### src/rtl/spw_ulight_nofifo_tx_pio_pkg.sv
// Shared constants for the no-FIFO SpaceWire TX PIO: register map, bit indices,
// default widths and the holding-register state type.
package spw_ulight_pio_pkg;

    localparam logic [1:0] ADDR_DATA   = 2'd0;
    localparam logic [1:0] ADDR_STATUS = 2'd1;
    localparam logic [1:0] ADDR_CTRL   = 2'd2;
    localparam logic [1:0] ADDR_COUNT  = 2'd3;

    localparam int STAT_PENDING  = 0;
    localparam int STAT_OVERFLOW = 1;
    localparam int STAT_TX_READY = 2;
    localparam int CTRL_EN_BIT   = 31;

    localparam int BUS_W      = 32;
    localparam int DEF_CTRL_W = 14;
    localparam int DEF_DATA_W = 9;
    localparam int DEF_CNT_W  = 16;

    typedef enum logic {
        HOLD_IDLE = 1'b0,
        HOLD_FULL = 1'b1
    } hold_state_t;

    function automatic logic [BUS_W-1:0] status_word(input logic tx_ready,
                                                     input logic overflow,
                                                     input logic pending);
        logic [BUS_W-1:0] w;
        w                = '0;
        w[STAT_TX_READY] = tx_ready;
        w[STAT_OVERFLOW] = overflow;
        w[STAT_PENDING]  = pending;
        return w;
    endfunction

endpackage

### src/rtl/spw_ulight_nofifo_tx_pio_if.sv
// Avalon-MM slave bus plus the TX character handshake and control word toward the SpW core.
interface spw_ulight_nofifo_tx_pio_if import spw_ulight_pio_pkg::*; #(
    parameter int CTRL_W = DEF_CTRL_W,
    parameter int DATA_W = DEF_DATA_W
);
    logic [1:0]        address;
    logic              write;
    logic [BUS_W-1:0]  writedata;
    logic [BUS_W-1:0]  readdata;
    logic [CTRL_W-1:0] ctrl_out;
    logic [DATA_W-1:0] tx_data;
    logic              tx_valid;
    logic              tx_ready;

    modport master (
        output address, write, writedata, tx_ready,
        input  readdata, ctrl_out, tx_data, tx_valid
    );

    modport slave (
        input  address, write, writedata, tx_ready,
        output readdata, ctrl_out, tx_data, tx_valid
    );
endinterface

### src/rtl/spw_ulight_nofifo_tx_pio_tx_hold.sv
// One-deep TX holding register with sticky overflow and valid/ready hand-off.
module spw_ulight_tx_hold import spw_ulight_pio_pkg::*; #(
    parameter int DATA_W = DEF_DATA_W
) (
    input  logic              clk,
    input  logic              reset_n,
    input  logic              load,
    input  logic [DATA_W-1:0] load_data,
    input  logic              clear_ovf,
    input  logic              enable,
    input  logic              tx_ready,
    output logic [DATA_W-1:0] tx_data,
    output logic              tx_valid,
    output logic              pending,
    output logic              overflow,
    output logic              fire
);

    hold_state_t       state_reg, state_next;
    logic [DATA_W-1:0] data_reg, data_next;
    logic              ovf_reg, ovf_next;

    assign pending  = (state_reg == HOLD_FULL);
    assign tx_valid = pending & enable;
    assign fire     = tx_valid & tx_ready;
    assign tx_data  = data_reg;
    assign overflow = ovf_reg;

    always_ff @(posedge clk) begin
        if (!reset_n) begin
            state_reg <= HOLD_IDLE;
            data_reg  <= '0;
            ovf_reg   <= 1'b0;
        end else begin
            state_reg <= state_next;
            data_reg  <= data_next;
            ovf_reg   <= ovf_next;
        end
    end

    // Clear is applied first so a coincident overflow set overrides it.
    always_comb begin
        state_next = state_reg;
        data_next  = data_reg;
        ovf_next   = ovf_reg;
        if (clear_ovf) begin
            ovf_next = 1'b0;
        end
        case (state_reg)
            HOLD_IDLE: begin
                if (load) begin
                    state_next = HOLD_FULL;
                    data_next  = load_data;
                end
            end
            HOLD_FULL: begin
                if (load && fire) begin
                    data_next = load_data;
                end else if (load) begin
                    ovf_next = 1'b1;
                end else if (fire) begin
                    state_next = HOLD_IDLE;
                end
            end
            default: state_next = HOLD_IDLE;
        endcase
    end

endmodule

### src/rtl/spw_ulight_nofifo_tx_pio.sv
// Avalon-MM write-side PIO for the no-FIFO SpW ulight system: control word,
// single-character TX with overflow flag, and a sent-character counter.
module spw_ulight_nofifo_tx_pio import spw_ulight_pio_pkg::*; #(
    parameter int CTRL_W = DEF_CTRL_W,
    parameter int DATA_W = DEF_DATA_W,
    parameter int CNT_W  = DEF_CNT_W
) (
    input  logic                        clk,
    input  logic                        reset_n,
    spw_ulight_nofifo_tx_pio_if.slave   pio
);

    logic [CTRL_W-1:0] ctrl_reg;
    logic              enable_reg;
    logic [CNT_W-1:0]  count_reg;
    logic [BUS_W-1:0]  readdata_reg, readdata_next;

    logic wr_data, wr_status, wr_ctrl, wr_count;
    logic clear_ovf;
    logic pending, overflow, fire;
    logic unused_bits;

    assign wr_data   = pio.write && (pio.address == ADDR_DATA);
    assign wr_status = pio.write && (pio.address == ADDR_STATUS);
    assign wr_ctrl   = pio.write && (pio.address == ADDR_CTRL);
    assign wr_count  = pio.write && (pio.address == ADDR_COUNT);
    assign clear_ovf = wr_status && pio.writedata[STAT_OVERFLOW];

    assign unused_bits = &{1'b0, pio.writedata};

    spw_ulight_tx_hold #(.DATA_W(DATA_W)) u_hold (
        .clk       (clk),
        .reset_n   (reset_n),
        .load      (wr_data),
        .load_data (pio.writedata[DATA_W-1:0]),
        .clear_ovf (clear_ovf),
        .enable    (enable_reg),
        .tx_ready  (pio.tx_ready),
        .tx_data   (pio.tx_data),
        .tx_valid  (pio.tx_valid),
        .pending   (pending),
        .overflow  (overflow),
        .fire      (fire)
    );

    // A COUNT write overrides an increment from a same-cycle transfer.
    always_ff @(posedge clk) begin
        if (!reset_n) begin
            ctrl_reg     <= '0;
            enable_reg   <= 1'b0;
            count_reg    <= '0;
            readdata_reg <= '0;
        end else begin
            if (wr_ctrl) begin
                ctrl_reg   <= pio.writedata[CTRL_W-1:0];
                enable_reg <= pio.writedata[CTRL_EN_BIT];
            end
            if (wr_count) begin
                count_reg <= '0;
            end else if (fire) begin
                count_reg <= count_reg + 1'b1;
            end
            readdata_reg <= readdata_next;
        end
    end

    always_comb begin
        readdata_next = '0;
        case (pio.address)
            ADDR_DATA:   readdata_next = {{(BUS_W-DATA_W){1'b0}}, pio.tx_data};
            ADDR_STATUS: readdata_next = status_word(pio.tx_ready, overflow, pending);
            ADDR_CTRL:   readdata_next = {enable_reg, {(BUS_W-1-CTRL_W){1'b0}}, ctrl_reg};
            ADDR_COUNT:  readdata_next = {{(BUS_W-CNT_W){1'b0}}, count_reg};
            default:     readdata_next = '0;
        endcase
    end

    assign pio.readdata = readdata_reg;
    assign pio.ctrl_out = ctrl_reg;

endmodule

### src/flat_wrapper.sv
// flat-port wrapper written by rule: the top's interface ports become plain ports
module spw_ulight_nofifo_tx_pio_flat import spw_ulight_pio_pkg::*;
#(
    parameter int CTRL_W = DEF_CTRL_W,
    parameter int DATA_W = DEF_DATA_W,
    parameter int CNT_W  = DEF_CNT_W
)
  (clk, reset_n, pio_address, pio_write, pio_writedata, pio_tx_ready, pio_readdata, pio_ctrl_out, pio_tx_data, pio_tx_valid);
  spw_ulight_nofifo_tx_pio_if #(.CTRL_W(CTRL_W), .DATA_W(DATA_W)) pio_i ();
  input  logic clk;
  input  logic reset_n;
  input wire logic [$bits(pio_i.address)-1:0] pio_address;
  input wire logic [$bits(pio_i.write)-1:0] pio_write;
  input wire logic [$bits(pio_i.writedata)-1:0] pio_writedata;
  input wire logic [$bits(pio_i.tx_ready)-1:0] pio_tx_ready;
  output wire logic [$bits(pio_i.readdata)-1:0] pio_readdata;
  output wire logic [$bits(pio_i.ctrl_out)-1:0] pio_ctrl_out;
  output wire logic [$bits(pio_i.tx_data)-1:0] pio_tx_data;
  output wire logic [$bits(pio_i.tx_valid)-1:0] pio_tx_valid;
  assign pio_i.address = pio_address;
  assign pio_i.write = pio_write;
  assign pio_i.writedata = pio_writedata;
  assign pio_i.tx_ready = pio_tx_ready;
  assign pio_readdata = pio_i.readdata;
  assign pio_ctrl_out = pio_i.ctrl_out;
  assign pio_tx_data = pio_i.tx_data;
  assign pio_tx_valid = pio_i.tx_valid;
  spw_ulight_nofifo_tx_pio #(.CTRL_W(CTRL_W), .DATA_W(DATA_W), .CNT_W(CNT_W)) u_core (.clk(clk), .reset_n(reset_n), .pio(pio_i));
endmodule
### config.mk
export PLATFORM = sky130hd
export DESIGN_NAME = spw_ulight_nofifo_tx_pio_flat
export DESIGN_NICKNAME = d
export VERILOG_FILES = /design/src/rtl/spw_ulight_nofifo_tx_pio_pkg.sv /design/src/rtl/spw_ulight_nofifo_tx_pio_if.sv /design/src/rtl/spw_ulight_nofifo_tx_pio_tx_hold.sv /design/src/rtl/spw_ulight_nofifo_tx_pio.sv /design/src/flat_wrapper.sv
export SDC_FILE = /design/constraint.sdc
export NUM_CORES = 1
export LEC_CHECK = 0
export ABC_AREA = 1
export ABC_CLOCK_PERIOD_IN_PS = 1700
export CAP_MARGIN = 25
export CORE_MARGIN = 1.5
export CORE_UTILIZATION = 39
export DETAILED_ROUTE_END_ITERATION = 6
export PLACE_DENSITY = 0.72
export SLEW_MARGIN = 30
export SYNTH_ARGS = -nofsm -noshare
export SYNTH_HDL_FRONTEND = slang
export SYNTH_SLANG_ARGS = --single-unit
### constraint.sdc
create_clock -name clk -period 1.7 [get_ports clk]
set_input_delay 0.255 -clock clk [delete_from_list [all_inputs] [get_ports clk]]
set_output_delay 0.255 -clock clk [all_outputs]
set_load 0.1 [all_outputs]
# Word-level counts from Yosys, hierarchy flattened
# Cells that the tools add are included.
# W data, S select, Z words.
# totals
ff_bits,74
inputBits,38
out_inout_bits,56
word_cells,39
# op_classes
addsub,1
n_eq_ne,5
mux,13
n_bitwise,4
n_reduce_logical,9
# op_table
cell,n
$pmux W32 S4,1
$mux W9,2
$pmux W9 S2,1
$add A16 B1 Y16 const B,1
$mux W1,8
$logic_and A1 B1 Y1,6
$eq A2 B2 Y1 const B,2
$and A1 B1 Y1,2
$eq A2 B1 Y1 const B,1
$logic_not A2 Y1,1
$ne A2 B1 Y1 const B,1
$ne A2 B2 Y1 const B,1
$not A1 Y1,2
$pmux W1 S2,1
$reduce_and A2 Y1,1
$reduce_or A2 Y1,1

# Depth between registers and ports, before layout
# logic_depth
depth_word,7
depth_mapped,8
ltp_nobuf,8

# Modules after synthesis
# From an unflattened synthesis, not the netlist that was laid out.
# unflattened
cells_unflattened,362
hier_area_um2,2707.6
# modules_own_cells
mod,n_inst,cells_per_inst,area_each_um2
spw_ulight_nofifo_tx_pio,1,289,2223.4
spw_ulight_tx_hold,1,73,484.2

# Worst setup path before layout
# OpenSTA, ideal clock, no wires.
# synth_timing
kind,register to register
startpoint,"register u_core.ctrl_reg[2], in the netlist u_core.pio.ctrl_out[2]"
endpoint,"register u_core.readdata_reg[2], in the netlist u_core.pio.readdata[2]"
arrival_ns,1.390
setup_slack_ns,0.240
path_stages_with_launch,5
period_less_slack_ns,1.460
cell_sequence,dfxtp_1 inv_1 o21ai_2 a21oi_1 a21oi_1
# synth_via
elab_chain_len,1
# synth_rtl
element,line,rtl
start: declaration,spw_ulight_nofifo_tx_pio.sv:13,logic [CTRL_W-1:0] ctrl_reg;
start signal: assignment,spw_ulight_nofifo_tx_pio.sv:55,ctrl_reg <= pio.writedata[CTRL_W-1:0];
$pmux W32 S4,spw_ulight_nofifo_tx_pio.sv:69,case (pio.address)
end signal: assignment,spw_ulight_nofifo_tx_pio.sv:63,readdata_reg <= readdata_next;
end: declaration,spw_ulight_nofifo_tx_pio.sv:16,"logic [BUS_W-1:0] readdata_reg, readdata_next;"
# Every way passes these cells. The select of a mux whose other input is x is not followed.
# A chain may end at the register's enable or synchronous reset.

# Worst setup path in the final report
# layout_timing
startpoint,input pio_tx_ready
endpoint,"register u_core.u_hold.data_reg[8], in the netlist u_core.u_hold.tx_data[8]"
# layout_via
elab_chain_len,4
# layout_rtl
element,line,rtl
start: declaration,flat_wrapper.sv:15,input wire logic [$bits(pio_i.tx_ready)-1:0] pio_tx_ready;
$and A1 B1 Y1,spw_ulight_nofifo_tx_pio_tx_hold.sv:25,assign fire = tx_valid & tx_ready;
$logic_and A1 B1 Y1,spw_ulight_nofifo_tx_pio_tx_hold.sv:57,if (load && fire) begin
$ne A2 B1 Y1 (no line),-,
$reduce_and A2 Y1 (no line),-,
end signal: assignment,spw_ulight_nofifo_tx_pio_tx_hold.sv:36,data_reg <= data_next;
end: declaration,spw_ulight_nofifo_tx_pio_tx_hold.sv:20,"logic [DATA_W-1:0] data_reg, data_next;"
# Every way passes these cells.

==> impl_metrics.yaml <==
layout:
  areaGrowthSynthToFinish_pct: 49.74
  largest_register_ffs: 17
  diodes: 0
  drive_gt1_share_pct: 20.47
  nets: 459
  utilization_pct: 61.11
worst_setup_path:
  reg2regPathDepth: 6
  r2r_setup_slack_ns: 0.26
  r2r_end: "u_core.u_hold.tx_data[8]$_SDFFE_PN0P_"
  cp.required_ns: 1.97
  critPathMaxStageDelay_ns: 0.53
  cp-end-kind: "flop"
  r2r-start: "u_core.u_hold.pending$_SDFF_PN0_"
  worstSetupStartpoint: "pio_tx_ready"
  cp-start-kind: "input port"
  critPathCapture: "u_core.u_hold.tx_data[8]$_SDFFE_PN0P_"
  cp.arrival_ns: 1.76
  crit_top_cell: "nor2_1"
  cp_max_fo: 11
  cp_cell_sequence: "clkdlybuf4s50_1 > nand3_1 > nand2_1 > nand2_2 > inv_2 > nor2_1 > nor2_1"
  critPathKind: "input port to flop"
  critPathSlowestCell: "clkdlybuf4s50_1"
sta:
  finClkSkew_ns: 0.007392
  min_period_ns: 1.496
  fin_setup_tns_ns: 0
  finalSetupViolCount: 0
  hold_violations: 0
  rsz0062_at_grt: "false"
  drv_slew: 0
  post-route-period-util_pct: 88.03
  max_freq_mhz: 668.2
clock_tree:
  cts_tree: "yes"
  htreeDepth: 3
  post_cts_resized: 0
  cts_sinks: 59
  cts-root-buf: "clkbuf_8"
  holdBufCountCts: 0
  cts_setup_buffers: 0
  clk_pin_slew_ns: 0.06
  numCtsBuffers: 9
  cts_buffer_depth: 2
  clock_latency_ns: 0.34
drt:
  viasPerCell: 4.936
  drtAntennaViolNets: 0
  drtIter0Drc: 187
  drt-pass1-iter-count: 6
  wl_met3_microns: 364
  totalWireLength_microns: 6518
  drc: 4
  met1Wirelength_microns: 2777
  wire_per_inst_microns: 12.98
  vias: 2478
  wl_met2_microns: 3251
  highest_layer: "met4"
yosys:
  synthTopCellsByArea: "dfxtp_1 45%, nand2_1 10%, a21oi_1 7.6%"
  syn_inst: 347
  synth_fa_ha_area_share_pct: 0.4773
  ys_ff_latch: 59
  yosysSeqAreaShare_pct: 45.06
  synthXorXnorAreaFrac_pct: 0
  async_flop_share_pct: 0
  synth_compound_area_share_pct: 15.94
  syn-cell-area_sq_um: 2621
  synth.most_common_cell: "nand2_1"
  synth_edf_count: 0
  ys_warn_count: 0
  synth_cell_types: 32
  synth_area_leader_cell: "dfxtp_1"
  synth_top_area_share_pct: 45.06
  synth.area.mux_share_pct: 0
  synthSimpleGateAreaFrac_pct: 24.92
  syn_area_per_cell_sq_um: 7.554
  synthFlopType: "dfxtp_1"
  synth_commonest_cells: "70 x nand2_1, 59 x dfxtp_1, 40 x a21oi_1"
  synth_top_family_by_area: "simple AND/OR/NAND/NOR gates"
die:
  ios: 94
  fp.dieArea_sq_um: 7222
  die_y_microns: 84.98
  die_x_microns: 84.98
  initial_core_util_pct: 40.81
  rows: 29
  core_area_sq_um: 6422
power:
  power.switching_mw: 1.100
  combPwrFrac_pct: 19.9
  p_int_mw: 2.531
  power_density_nw_per_um2: 925.1
  power.share.clock_pct: 39.9
  switching_share_pct: 30.31
  p_seq_share_pct: 40.1
  leakage_nw: 1.515
  max-vdd-ir-drop_mv: 0.5153
placement:
  dp.final_hpwl_microns: 4832
  portBuffers: 61
  gp_congestion: 0.8483
run_status:
  status: "complete, but fails checks"
  violations: "design-rule violations"
global_routing:
  grt_antenna_before_repair: 0
  gr-total-overflow: 0
  grt_pass1_wl_microns: 11140
  grt_max_degree: 24
  grt_use_total_pct: 19.67
  first_global_vias: 2380
flow_run:
  cap_violations: 0
worst_hold_path:
  hold_class: "flop to flop"
-- layout make-up --
type / instances / area (sq um)
fill: 537 / 2497
sequential: 59 / 1181
multi-input combinational: 232 / 1140
timing repair buffer: 73 / 1111
inverter: 45 / 168.9
clock buffer: 12 / 155.1
tap: 77 / 96.34
clock inverter: 4 / 72.57
-- placed cells by master, fill, tap and decap left out, types with 7 or more instances in the layout --
master            n
o21ai_1           7
nand2_1          70
clkdlybuf4s50_1  20
buf_4            12
o21ai_0          18
nand3_1          14
a21oi_1          40
dfxtp_1          59
buf_12           41
clkbuf_8         11
nor2_1           28
conb_1           15
inv_1            39
nand4_1           9
-- metal layers --
metal  vias to the layer above  global-route usage, %
met2                        69                  31.67
met1                      1156                  24.35
met3                         9                  4.961
li1                       1244                      -
met4                         0                  10.13
met5                         -                      0
-- critical path: cells and delay by family --
kind | cells | cell delay [ns]
AND/OR/NAND/NOR | 5 | 0.78
buffers and inverters | 2 | 0.72
-- how the worst min path moves through the flow --
stage          slack [ns]                               from                                    end  cells past startpoint
5_1_grt              0.50  u_core.count_reg[15]$_SDFFE_PP0N_     u_core.pio.readdata[15]$_SDFF_PN0_                      2
3_5_place_dp         0.46  u_core.u_hold.overflow$_SDFF_PN0_      u_core.u_hold.overflow$_SDFF_PN0_                      2
6_report             0.47  u_core.u_hold.overflow$_SDFF_PN0_      u_core.u_hold.overflow$_SDFF_PN0_                      2
3_3_place_gp         0.45  u_core.count_reg[14]$_SDFFE_PP0N_      u_core.count_reg[14]$_SDFFE_PP0N_                      2
4_1_cts              0.47  u_core.u_hold.overflow$_SDFF_PN0_      u_core.u_hold.overflow$_SDFF_PN0_                      2
2_1_floorplan        0.40                   pio_writedata[3]  u_core.u_hold.tx_data[3]$_SDFFE_PN0P_                      2
-- kinds of logic (layout without fill, tap and decap cells) --
family | Yosys count | count (layout)
fa+ha+maj | 1 | 1
other cells | 1 | 15
buf+inv | 70 | 134
simple gates | 140 | 140
flops | 59 | 59
compound gates | 76 | 76
-- per-stage QoR --
stage               total power, mW  instances  setup slack, ns  hold WS [ns]  instance area (sq um)
detailed placement            2.210        486         -0.09177        0.4559                   3697
CTS                           3.647        502           0.2565        0.4655                   3925
finish                        3.631        502           0.2036        0.4672                   3925
global placement              2.202        486         -0.02178        0.4513                   3697
floorplan                     1.992        361           0.2400        0.4002                   2674
global route                  3.747        502           0.1155        0.5006                   3925
-- power groups by stage --
| stage | clock, mW | sequential, mW | combinational (mW) |
|---|---|---|---|
| 5_1_grt | 1.53 | 1.46 | 0.753 |
| 2_1_floorplan | 0 | 1.70 | 0.295 |
| 6_report | 1.45 | 1.46 | 0.724 |
| 3_5_place_dp | 0 | 1.49 | 0.722 |
| 3_3_place_gp | 0 | 1.49 | 0.715 |
| 4_1_cts | 1.47 | 1.46 | 0.723 |
Power figures use the tool's default switching activity.
